<file path="config.mk">
export PLATFORM = sky130hd
export DESIGN_NAME = vga_sync_640_480
export DESIGN_NICKNAME = d
export VERILOG_FILES = /design/src/rtl/vga_sync_640_480_pkg.sv /design/src/rtl/vga_sync_640_480_phase_fsm.sv /design/src/rtl/vga_sync_640_480.sv
export SDC_FILE = /design/constraint.sdc
export NUM_CORES = 1
export LEC_CHECK = 0
export CORE_MARGIN = 3
export CORE_UTILIZATION = 54
export CTS_BUF_LIST = sky130_fd_sc_hd__clkbuf_4
export CTS_CLUSTER_SIZE = 8
export DETAILED_ROUTE_END_ITERATION = 10
export GPL_TIMING_DRIVEN = 1
export PLACE_DENSITY = 0.77
export SYNTH_ARGS = -nofsm -noshare
export SYNTH_HDL_FRONTEND = slang
export SYNTH_SLANG_ARGS = --single-unit
</file>
<file path="constraint.sdc">
create_clock -name clk -period 2.4 [get_ports clk]
set_input_delay 0.48 -clock clk [delete_from_list [all_inputs] [get_ports clk]]
set_output_delay 0.48 -clock clk [all_outputs]
set_load 0.005 [all_outputs]
</file>
<file path="src/rtl/vga_sync_640_480_pkg.sv">
// Shared timing constants and phase encodings for the 640x480@60 Hz raster.
// The default parameters of the top level and of the phase FSMs come from here.
// Both axes use the same four-phase encoding.
package vga_sync_640_480_pkg;

  // Horizontal timing, in pixels
  localparam int VGA_H_ACTIVE = 640;
  localparam int VGA_H_FP     = 16;
  localparam int VGA_H_SYNC   = 96;
  localparam int VGA_H_BP     = 48;
  localparam int VGA_H_TOTAL  = VGA_H_ACTIVE + VGA_H_FP + VGA_H_SYNC + VGA_H_BP;

  // Vertical timing, in lines
  localparam int VGA_V_ACTIVE = 480;
  localparam int VGA_V_FP     = 10;
  localparam int VGA_V_SYNC   = 2;
  localparam int VGA_V_BP     = 33;
  localparam int VGA_V_TOTAL  = VGA_V_ACTIVE + VGA_V_FP + VGA_V_SYNC + VGA_V_BP;

  // Phase order within a line or frame; BACK wraps to ACTIVE
  typedef enum logic [1:0] {
    PH_ACTIVE = 2'd0,
    PH_FRONT  = 2'd1,
    PH_SYNC   = 2'd2,
    PH_BACK   = 2'd3
  } phase_e;

endpackage

</file>
<file path="src/rtl/vga_sync_640_480_phase_fsm.sv">
// Four-phase sequencer (ACTIVE/FRONT/SYNC/BACK) with a per-phase down-counter.
// o_state is the state register itself; o_wrap flags the last step of BACK.
// Advances only when i_step is high; reset forces ACTIVE with a full count.
module vga_phase_fsm
  import vga_sync_640_480_pkg::*;
#(
  parameter int LEN_ACTIVE = VGA_H_ACTIVE,
  parameter int LEN_FRONT  = VGA_H_FP,
  parameter int LEN_SYNC   = VGA_H_SYNC,
  parameter int LEN_BACK   = VGA_H_BP,
  parameter int CNT_W      = 10
) (
  input  logic   clk,
  input  logic   i_sclr_n,
  input  logic   i_step,
  output phase_e o_state,
  output logic   o_wrap
);

  phase_e             r_state;
  phase_e             w_state_nxt;
  logic [CNT_W-1:0]   r_left;
  logic [CNT_W-1:0]   w_left_nxt;
  logic               w_last;

  // Length of each phase, in steps
  function automatic logic [CNT_W-1:0] phase_len(input phase_e s);
    logic [CNT_W-1:0] len;
    unique case (s)
      PH_ACTIVE: len = CNT_W'(LEN_ACTIVE);
      PH_FRONT:  len = CNT_W'(LEN_FRONT);
      PH_SYNC:   len = CNT_W'(LEN_SYNC);
      PH_BACK:   len = CNT_W'(LEN_BACK);
    endcase
    return len;
  endfunction

  // r_left counts the steps remaining in the current phase, including this one
  assign w_last = (r_left == CNT_W'(1));

  // State register: phase and remaining count, held while i_step is low
  always_ff @(posedge clk) begin
    if (!i_sclr_n) begin
      r_state <= PH_ACTIVE;
      r_left  <= CNT_W'(LEN_ACTIVE);
    end else if (i_step) begin
      r_state <= w_state_nxt;
      r_left  <= w_left_nxt;
    end
  end

  // Next state: move to the following phase once the current one is used up
  always_comb begin
    w_state_nxt = r_state;
    w_left_nxt  = r_left - CNT_W'(1);
    if (w_last) begin
      unique case (r_state)
        PH_ACTIVE: w_state_nxt = PH_FRONT;
        PH_FRONT:  w_state_nxt = PH_SYNC;
        PH_SYNC:   w_state_nxt = PH_BACK;
        PH_BACK:   w_state_nxt = PH_ACTIVE;
      endcase
      w_left_nxt = phase_len(w_state_nxt);
    end
  end

  // Outputs: registered state, and the end-of-period flag for the next axis
  always_comb begin
    o_state = r_state;
    o_wrap  = (r_state == PH_BACK) && w_last;
  end

endmodule

</file>
<file path="src/rtl/vga_sync_640_480.sv">
// 640x480@60 raster timing: pixel/line counters, syncs, enables, frame strobe.
// Outputs are register-driven and move on the clk edge that samples i_px_clk=1.
// No backpressure; i_px_clk=0 freezes everything except the 1-cycle frame strobe.
module vga_sync_640_480
  import vga_sync_640_480_pkg::*;
#(
  parameter int H_ACTIVE = VGA_H_ACTIVE,
  parameter int H_FP     = VGA_H_FP,
  parameter int H_SYNC   = VGA_H_SYNC,
  parameter int H_BP     = VGA_H_BP,
  parameter int V_ACTIVE = VGA_V_ACTIVE,
  parameter int V_FP     = VGA_V_FP,
  parameter int V_SYNC   = VGA_V_SYNC,
  parameter int V_BP     = VGA_V_BP
) (
  input  logic       clk,
  input  logic       i_sclr_n,
  input  logic       i_px_clk,
  output logic       o_hsync,
  output logic       o_vsync,
  output logic       o_haddr_enb,
  output logic       o_vaddr_enb,
  output logic [9:0] o_hidx,
  output logic [8:0] o_vidx,
  output logic       o_frame_en,
  output logic [9:0] o_vcnt
);

  phase_e     w_hstate;
  phase_e     w_vstate;
  logic       w_hwrap;
  logic       w_vwrap;
  logic       w_vstep;
  logic [9:0] r_hcnt;
  logic [9:0] r_vcnt;
  logic       r_frame_en;

  // The vertical axis steps once per completed line
  assign w_vstep = i_px_clk & w_hwrap;

  vga_phase_fsm #(
    .LEN_ACTIVE(H_ACTIVE), .LEN_FRONT(H_FP), .LEN_SYNC(H_SYNC), .LEN_BACK(H_BP), .CNT_W(10)
  ) u_hfsm (
    .clk      (clk),
    .i_sclr_n (i_sclr_n),
    .i_step   (i_px_clk),
    .o_state  (w_hstate),
    .o_wrap   (w_hwrap)
  );

  vga_phase_fsm #(
    .LEN_ACTIVE(V_ACTIVE), .LEN_FRONT(V_FP), .LEN_SYNC(V_SYNC), .LEN_BACK(V_BP), .CNT_W(10)
  ) u_vfsm (
    .clk      (clk),
    .i_sclr_n (i_sclr_n),
    .i_step   (w_vstep),
    .o_state  (w_vstate),
    .o_wrap   (w_vwrap)
  );

  // Raster position: hcnt wraps with the horizontal FSM, vcnt with the vertical one
  always_ff @(posedge clk) begin
    if (!i_sclr_n) begin
      r_hcnt <= '0;
      r_vcnt <= '0;
    end else if (i_px_clk) begin
      if (w_hwrap) begin
        r_hcnt <= '0;
        r_vcnt <= w_vwrap ? 10'd0 : r_vcnt + 10'd1;
      end else begin
        r_hcnt <= r_hcnt + 10'd1;
      end
    end
  end

  // Frame strobe: one clk on the tick that leaves the last visible line,
  // deliberately not held when i_px_clk drops so it stays one cycle wide
  always_ff @(posedge clk) begin
    if (!i_sclr_n) begin
      r_frame_en <= 1'b0;
    end else begin
      r_frame_en <= w_vstep && (r_vcnt == 10'(V_ACTIVE - 1));
    end
  end

  // Output decode from the state and counter registers
  always_comb begin
    o_haddr_enb = (w_hstate == PH_ACTIVE);
    o_vaddr_enb = (w_vstate == PH_ACTIVE);
    o_hsync     = ~(w_hstate == PH_SYNC);
    o_vsync     = ~(w_vstate == PH_SYNC);
    o_hidx      = r_hcnt;
    o_vcnt      = r_vcnt;
    o_vidx      = r_vcnt[8:0];
    o_frame_en  = r_frame_en;
  end

endmodule

</file>
# Word-level counts from Yosys, hierarchy flattened
# Cells that the tools add are included.
# word_totals
ff_bits	45
latchBits	0
ramBits	0
romBits	0
input_bits	3
word_cells	49
mem_count	0
# op_classes
add_sub_neg	4
mul	0
div	0
order_cmp	0
n_eq_ne	15
shifts	0
mux	10
n_bitwise	3
n_reduce_logical	10
# ops
operator	count
one-hot mux 10 bit (4 select lines)	2
2-to-1 mux 10 bit	4
adder 10 x 1 -> 10 bit (second input constant)	2
equality test 10 x 1 -> 1 bit (second input constant)	2
subtractor 10 x 1 -> 10 bit (second input constant)	2
equality test 2 bit (second input constant)	8
one-hot mux 2 bit (4 select lines)	2
equality test 10 x 9 -> 1 bit (second input constant)	1
equality test 2 x 1 -> 1 bit (second input constant)	4
zero test 2 bit	4
AND reduction 2 bit	3
2-to-1 mux 2 bit	2
logical AND 1 bit	3
inverter 1 bit	2
AND 1 bit	1

# Depth between registers and ports, before layout
# Gate-level depths: netlist (run 1).
# logic_depth
word_depth	6
ltp_mapped	8
mapped_depth_nobuf	6

# Cells and area by module
# Synthesis (run 1) repeated with hierarchy kept, for this count alone.
# hier_totals
cells_unflattened	287
hier_area_um2	2507.4
# by_module_without_submodules
module	n_inst	cells_per_inst	area_per_inst_um2
vga_sync_640_480	1	125	1088.5
vga_phase_fsm at u_vfsm	1	88	724.4
vga_phase_fsm at u_hfsm	1	74	694.4

# Worst setup path after synthesis (run 1)
# Ideal clock, no wire load.
# synth_timing
kind	reg-to-reg
from	register u_vfsm.r_left[0]
to	register u_vfsm.r_left[1]
setup_ns	0.070
arrival_ns	1.767
required_time_ns	2.330
path_slack_ns	0.563
stages_incl_launch_ff	6
path_buffers	0
synth_period_minus_slack_ns	1.837
path_cell_list	dfxtp_1 ha_1 or4b_4 nor3_4 mux2_2 a21oi_1
# synth_between
elab_chain_cells	2
word_cells_on_any_way	3
# synth_rtl
element	line	source
start, declared	vga_sync_640_480_phase_fsm.sv:22	logic [CNT_W-1:0] r_left;
start signal, assigned	vga_sync_640_480_phase_fsm.sv:45	r_left <= CNT_W'(LEN_ACTIVE);
start signal, assigned	vga_sync_640_480_phase_fsm.sv:48	r_left <= w_left_nxt;
subtractor 10 x 1 -> 10 bit or equality test 10 x 1 -> 1 bit (tied branches)	vga_sync_640_480_phase_fsm.sv:55, vga_sync_640_480_phase_fsm.sv:39	
2-to-1 mux 10 bit (*)	vga_sync_640_480_phase_fsm.sv:56	if (w_last) begin
# Mark *: on every way between the ends. The rest lies on a longest branch, timed or not.
# A chain may end at the register's enable or synchronous reset.

# Worst setup path after layout (run 1)
# layout_timing
from	register u_vfsm.r_state[0] (netlist: u_vfsm.o_state[0])
to	output o_vsync
# layout_between
elab_chain_cells	2
# layout_rtl
element	line	source
start, declared	vga_sync_640_480_phase_fsm.sv:20	phase_e r_state;
start signal, assigned	vga_sync_640_480_phase_fsm.sv:47	r_state <= w_state_nxt;
equality test 2 bit	vga_sync_640_480.sv:91	o_vsync = ~(w_vstate == PH_SYNC);
inverter 1 bit	vga_sync_640_480.sv:91	
end, declared	vga_sync_640_480.sv:20	output logic o_vsync,
# Every way passes these cells.

==> results of run 1 <==
## layout make-up
type	instances	share of cell area, %
flip-flops and latches	45	30.3
repair buffers	47	14.9
multi-input cells	216	48.9
clock inverters	3	0.421
clock buffers	5	1.26
inverters	16	2.02
well taps	52	2.19
## flip-flops by register name (all words and copies together) (netlist names)
name and flops:
u_vfsm.o_state 2, o_hidx 10, u_hfsm.o_state 2, o_frame_en 1, o_vcnt 10, u_vfsm.r_left 10
u_hfsm.r_left 10
## logic make-up after synthesis
family	after synthesis
compound gates	60
simple gates	124
xor+xnor	14
buf+inv	38
mux	4
fa+ha+maj	14
flops	45
## Yosys cell counts (all sizes together) (2+ instances only)
| master | number |
|---|---|
| or3 | 5 |
| o21a | 2 |
| nand3 | 16 |
| and4 | 2 |
| nor3b | 3 |
| a211oi | 2 |
| nand3b | 6 |
| nor2 | 21 |
| o22ai | 3 |
| o211ai | 2 |
| nand4 | 11 |
| a21oi | 19 |
| o31ai | 2 |
| buf | 14 |
| dfxtp | 45 |
| and3 | 9 |
| o32ai | 7 |
| a31oi | 3 |
| nand2 | 22 |
| a22o | 2 |
| o21ai | 9 |
| ha | 14 |
| a32oi | 2 |
| mux2i | 3 |
| inv | 15 |
| nand2b | 5 |
| clkbuf | 8 |
| nor4 | 6 |
| xnor2 | 4 |
| or4 | 2 |
| nor3 | 8 |
| xor2 | 10 |
| nor2b | 2 |
## power by group
| part | switching (mW) | internal [mW] | leakage [nW] |
|---|---|---|---|
| registers | 0.0252 | 0.771 | 0.365 |
| logic | 0.0931 | 0.0737 | 0.744 |
| clock network | 0.246 | 0.106 | 0.0300 |
| total | 0.364 | 0.951 | 1.14 |
## worst paths after layout
check                                                     from                            end  slack, ps  cells after the start
worst max-delay path            u_vfsm.o_state[0]$_SDFFE_PN0P_                        o_vsync        250                      4
worst min-delay path             u_hfsm.r_left[1]$_SDFFE_PN0P_  u_hfsm.r_left[1]$_SDFFE_PN0P_        500                      2
worst max register to register   u_vfsm.r_left[0]$_SDFFE_PN0P_         o_vcnt[8]$_SDFFE_PN0P_        380                      5
worst min register to register   u_hfsm.r_left[1]$_SDFFE_PN0P_  u_hfsm.r_left[1]$_SDFFE_PN0P_        500                      2
## per-layer routing
layer	vias up	wire (µm)	share of wire (%)
li1	1151	-	-
met1	1098	2630	46
met2	71	2650	47
met3	9	299	5.3
met4	0	97	1.7
met5	-	0	0
## worst register-to-register path, stage by stage (launching register included)
cell	delay (ps)
dfxtp_1	430
ha_1	180
or4b_4	520
nor4_4	410
o21ai_1	120
a32o_1	260
## stage by stage
step	hold WS (ps)	cells	setup WS [ps]	cell area, µm²	util, %
after CTS	504	384	242	2970	66.9
after global placement	472	376	158	2920	65.8
after detailed placement	485	376	106	2920	65.8
final	500	384	252	2970	66.9
after floorplan	453	299	563	2540	-
after global routing	527	384	202	2970	66.9
==> results.yml, run 1 <==
clock_tree:
  worstSkewPairLatency_ps: 370
  cts_max_level: 2
  cts_tree: "built"
  clkTransAtPathRegs_ps: 120
  clock_path_buffers: 2
  post-cts-setup-buffer-count: 0
  clock_sinks: 45
  clockRootBuffer: "clkbuf_4"
  holdBufCountCts: 0
  cts_resized: 0
  cts_buffers: 5
global_route:
  grt.overflow.total: 0
  grt.busiest_layer: "met2"
  first_global_vias: 2076
  track_usage_pct: 21.3
  grt_use_met1_pct: 27.9
  grt_use_met3_pct: 4.59
  grt_max_degree: 26
  met2_usage_pct: 33.9
  grt_pass1_wl_um: 9240
  grt_antenna_before_repair: 0
timing:
  tightest_slew_ps: 593
  relSlewSlack_pct: 60.1
  rsz0062_at_grt: "false"
  clock_skew_ps: 6.96
  slew_violations: 0
  hold_viol: 0
  max_freq_ghz: 0.466
  setup_tns_ps: 0
  fin_crit_ps: 2150
  finalSetupViolations: 0
  post-route-period-util_pct: 89.5
detailed_routing:
  wl_per_cell_um: 14.8
  ant_nets: 0
  vias: 2329
  drt_iter0_drc: 169
  drt_wl_total_um: 5680
  route.detailed.drc: 0
  vias_per_cell: 6.07
  dr.pass1.iters: 4
synthesis:
  synth_edf_count: 0
  syn_nets: 316
  synth-xor-area-share_pct: 4.83
  synth_compound_area_share_pct: 15.7
  synthesis.area_mm2: 0.00254
  synthSimpleGateAreaFrac_pct: 28.3
  synthFlopType: "dfxtp_1"
  synth_cell_types: 57
  yosys-top-cells-area: "dfxtp_1 (36%), ha_1 (6.9%), a21oi_1 (3.7%)"
  synth.top_cell.area_share_pct: 35.5
  synth_seq_area_share_pct: 35.5
  synth_top_family_by_area: "simple AND/OR/NAND/NOR gates"
  async_flop_share_pct: 0
  synth_cells: 299
  synth_top_area_cell: "dfxtp_1"
  ys_ff_latch: 45
  syn_avg_cell_area_um2: 8.49
  synth.area.mux_share_pct: 1.63
  yosys_warnings: 0
  synth_adder_area_share_pct: 6.90
final_layout:
  drive_gt1_share_pct: 8.43
  area_delta_synth_final_pct: 17.2
  n_fill_cell: 384
  sequential_cell_area_um2: 901
  final_common_cell: "dfxtp_1"
  most-common-layout-cells: "dfxtp_1 (45), clkdlybuf4s50_1 (36), nand2_1 (22)"
  fin_nets: 348
  multi_input_area_mm2: 0.00146
  n_antenna_cell: 0
run_status:
  status: "completed"
place:
  place_hpwl_um: 4040
  routabilityCongestion: 0.879
  io_buffers: 36
floorplanning:
  die_h_um: 74.6
  coreArea_mm2: 0.00444
  io_pins: 37
  die_x_um: 74.6
  die_area_mm2: 0.00556
  initial_core_util_pct: 57.1
  rows: 24
setup_path:
  path_max_fanout: 3
  cp_common_cell: "inv_1"
  critPathTopFamily: "buffers and inverters"
  cp_cell_sequence: "inv_1 -> ha_1 -> inv_1 -> clkdlybuf4s50_1"
  cp-end-kind: "primary output"
  crit_type: "reg -> out"
  worstPathArrival_ps: 1670
  critPathMaxStageDelay_ps: 530
  path_buf_inv: 3
  critPathLaunchType: "flip-flop"
  required_ps: 1920
  worst_path_max_delay_cell: "clkdlybuf4s50_1"
power_and_ir_drop:
  p_leak_nw: 1.14
  irDropWorstVdd_mv: 0.370
  power.density_mw_per_mm2: 442
  power.total_mw: 1.32
hold_path:
  hp-class: "reg -> reg"
run:
  drv_cap: 0
Note: power is estimated with default switching activity, not from simulation.
==> run 2, diff against run 1 <==
--- a/config.mk
+++ b/config.mk
@@ -5,6 +5,7 @@
 export SDC_FILE = /design/constraint.sdc
 export NUM_CORES = 1
 export LEC_CHECK = 0
+export CAP_MARGIN = 15
 export CORE_MARGIN = 3
 export CORE_UTILIZATION = 54
 export CTS_BUF_LIST = sky130_fd_sc_hd__clkbuf_4
==> results of run 2 <==
Same layout as run 1: the final DEF is identical, and so are final timing and power.
==> run 3, diff against run 2 <==
--- a/config.mk
+++ b/config.mk
@@ -7,11 +7,13 @@
 export LEC_CHECK = 0
 export CAP_MARGIN = 15
 export CORE_MARGIN = 3
-export CORE_UTILIZATION = 54
+export CORE_UTILIZATION = 51
 export CTS_BUF_LIST = sky130_fd_sc_hd__clkbuf_4
 export CTS_CLUSTER_SIZE = 8
 export DETAILED_ROUTE_END_ITERATION = 10
 export GPL_TIMING_DRIVEN = 1
+export HOLD_SLACK_MARGIN = 0.12
+export MAX_ROUTING_LAYER = met4
 export PLACE_DENSITY = 0.77
 export SYNTH_ARGS = -nofsm -noshare
 export SYNTH_HDL_FRONTEND = slang
==> constraint.sdc (replaced) <==
create_clock -name clk -period 1.7 [get_ports clk]
set_input_delay 0.34 -clock clk [delete_from_list [all_inputs] [get_ports clk]]
set_output_delay 0.34 -clock clk [all_outputs]
set_load 0.005 [all_outputs]
==> results.yml, run 3 (same netlist as run 1, synthesis figures left out) <==
run_status:
  status: "finished, violations left"
  violations: "negative setup slack"
global_route:
  grt.overflow.total: 0
  grt_antenna_before_repair: 0
  grt_max_degree: 26
  first_global_vias: 2487
  grt_pass1_wl_um: 11200
  track_usage_pct: 23.4
final_layout:
  drive_gt1_share_pct: 38.7
  n_fill_cell: 296
  final_common_cell: "buf_4"
  n_antenna_cell: 0
  fin_nets: 406
  final_cells: 457
  area_delta_synth_final_pct: 50.1
  final_cell_area_mm2: 0.00381
  most-common-layout-cells: "buf_4 (56), clkdlybuf4s50_1 (32), dfxtp_2 (22)"
detailed_routing:
  vias_per_cell: 5.93
  route.detailed.drc: 0
  vias: 2708
  drt_wl_total_um: 7740
  ant_nets: 0
  drt_iter0_drc: 244
  dr.pass1.iters: 5
  wl_per_cell_um: 16.9
timing:
  fin_crit_ps: 1860
  relSlewSlack_pct: 67.2
  slew_violations: 0
  hold_viol: 0
  post-route-period-util_pct: 110
  clock_skew_ps: 8.52
  max_freq_ghz: 0.537
  fin_hold_ws_ps: 506
  rsz0062_at_grt: "true"
  tightest_slew_ps: 487
  finalSetupViolations: 15
  worst_slack_ps: -162
setup_path:
  required_ps: 2010
  crit_type: "reg -> reg"
  critPathLaunchType: "flip-flop"
  path_max_fanout: 3
  cp-end-kind: "flip-flop"
  worstPathArrival_ps: 2170
power_and_ir_drop:
  power.density_mw_per_mm2: 554
  irDropWorstVdd_mv: 0.411
  pwr-share-clk_pct: 32.4
  p_int_mw: 1.55
  power.total_mw: 2.11
  power.share.sequential_pct: 53.6
  netSwitchingFraction_pct: 26.7
  switchingPower_uw: 562
  power_frac_comb_pct: 14.1
  p_leak_nw: 1.47
place:
  place_hpwl_um: 4540
  io_buffers: 36
  dp_slack_ps: -305
  placed_cell_area_mm2: 0.00324
  routabilityCongestion: 0.915
  dpl.cell_count: 428
clock_tree:
  clkTransAtPathRegs_ps: 140
  cts_tree: "built"
  clock_path_buffers: 2
  clockRootBuffer: "clkbuf_4"
  worstSkewPairLatency_ps: 370
  clock_sinks: 45
  holdBufCountCts: 0
  cts_buffers: 5
  cts_max_level: 2
hold_path:
  hp-class: "reg -> reg"
floorplanning:
  initial_core_util_pct: 53.4
  die_x_um: 76.5
  io_pins: 37
  die_area_mm2: 0.00586
  die_h_um: 76.5
  rows: 25
  coreArea_mm2: 0.00475
run:
  drv_cap: 0
[run 3: area by class of cell]
type / instances / area (µm²) / area share, %
repair buffers: 105 / 933 / 24.5
clock buffers: 6 / 45.0 / 1.18
clock inverters: 2 / 33.8 / 0.887
well taps: 67 / 83.8 / 2.20
inverters: 16 / 65.1 / 1.71
multi-input cells: 216 / 1710 / 45.0
flip-flops and latches: 45 / 936 / 24.6
[run 3: worst paths after layout]
check / startpoint / to / slack [ps] / cells after the start
setup / recovery: u_vfsm.r_left[1]$_SDFFE_PN0P_ / u_vfsm.r_left[5]$_SDFFE_PN1P_ / -160 / 8
setup reg to reg: u_vfsm.r_left[1]$_SDFFE_PN0P_ / u_vfsm.r_left[5]$_SDFFE_PN1P_ / -160 / 8
hold / removal: o_hidx[0]$_SDFFE_PN0P_ / o_hidx[0]$_SDFFE_PN0P_ / 510 / 2
hold reg to reg: o_hidx[0]$_SDFFE_PN0P_ / o_hidx[0]$_SDFFE_PN0P_ / 510 / 2
[run 3: worst max-delay path, cell delays in order (launching register included)]
cell and delay, ps:
dfxtp_2 350, inv_2 70, ha_4 130, or4b_4 510, buf_4 160, buf_6 110
o32ai_2 220, a21oi_1 110, o21ai_1 150
[run 3: repair_timing]
item | in CTS | in global routing
pin swaps | 12 | 21
setup buffers | 9 | 13
resized for setup | 37 | 64
endpoints found under the setup margin | 42 | 53
[run 3: per-stage QoR]
| step | setup TNS, ps | utilization (%) |
|---|---|---|
| after floorplan | -47.0 | - |
| after global placement | -6940 | 68.2 |
| after detailed placement | -8440 | 68.2 |
| after CTS | -630 | 73.4 |
| after global routing | -2890 | 80.1 |
| final | -1300 | 80.1 |
[run 3: metal layers]
metal / vias to the layer above / part of all wire (%) / GRT usage, %
met3: 16 / 5.8 / 4.37
met2: 129 / 51 / 38.7
met4: 0 / 1.4 / 7.43
met5: - / 0 / -
met1: 1302 / 42 / 28.8
li1: 1261 / - / -
[run 3: power by group through the flow]
stage,Clock (mW),Sequential [mW],Combinational (mW)
CTS,0.682,1.13,0.267
global route,0.728,1.13,0.330
global placement,0,1.14,0.257
detailed placement,0,1.15,0.263
finish,0.683,1.13,0.296
floorplan,0,1.14,0.170
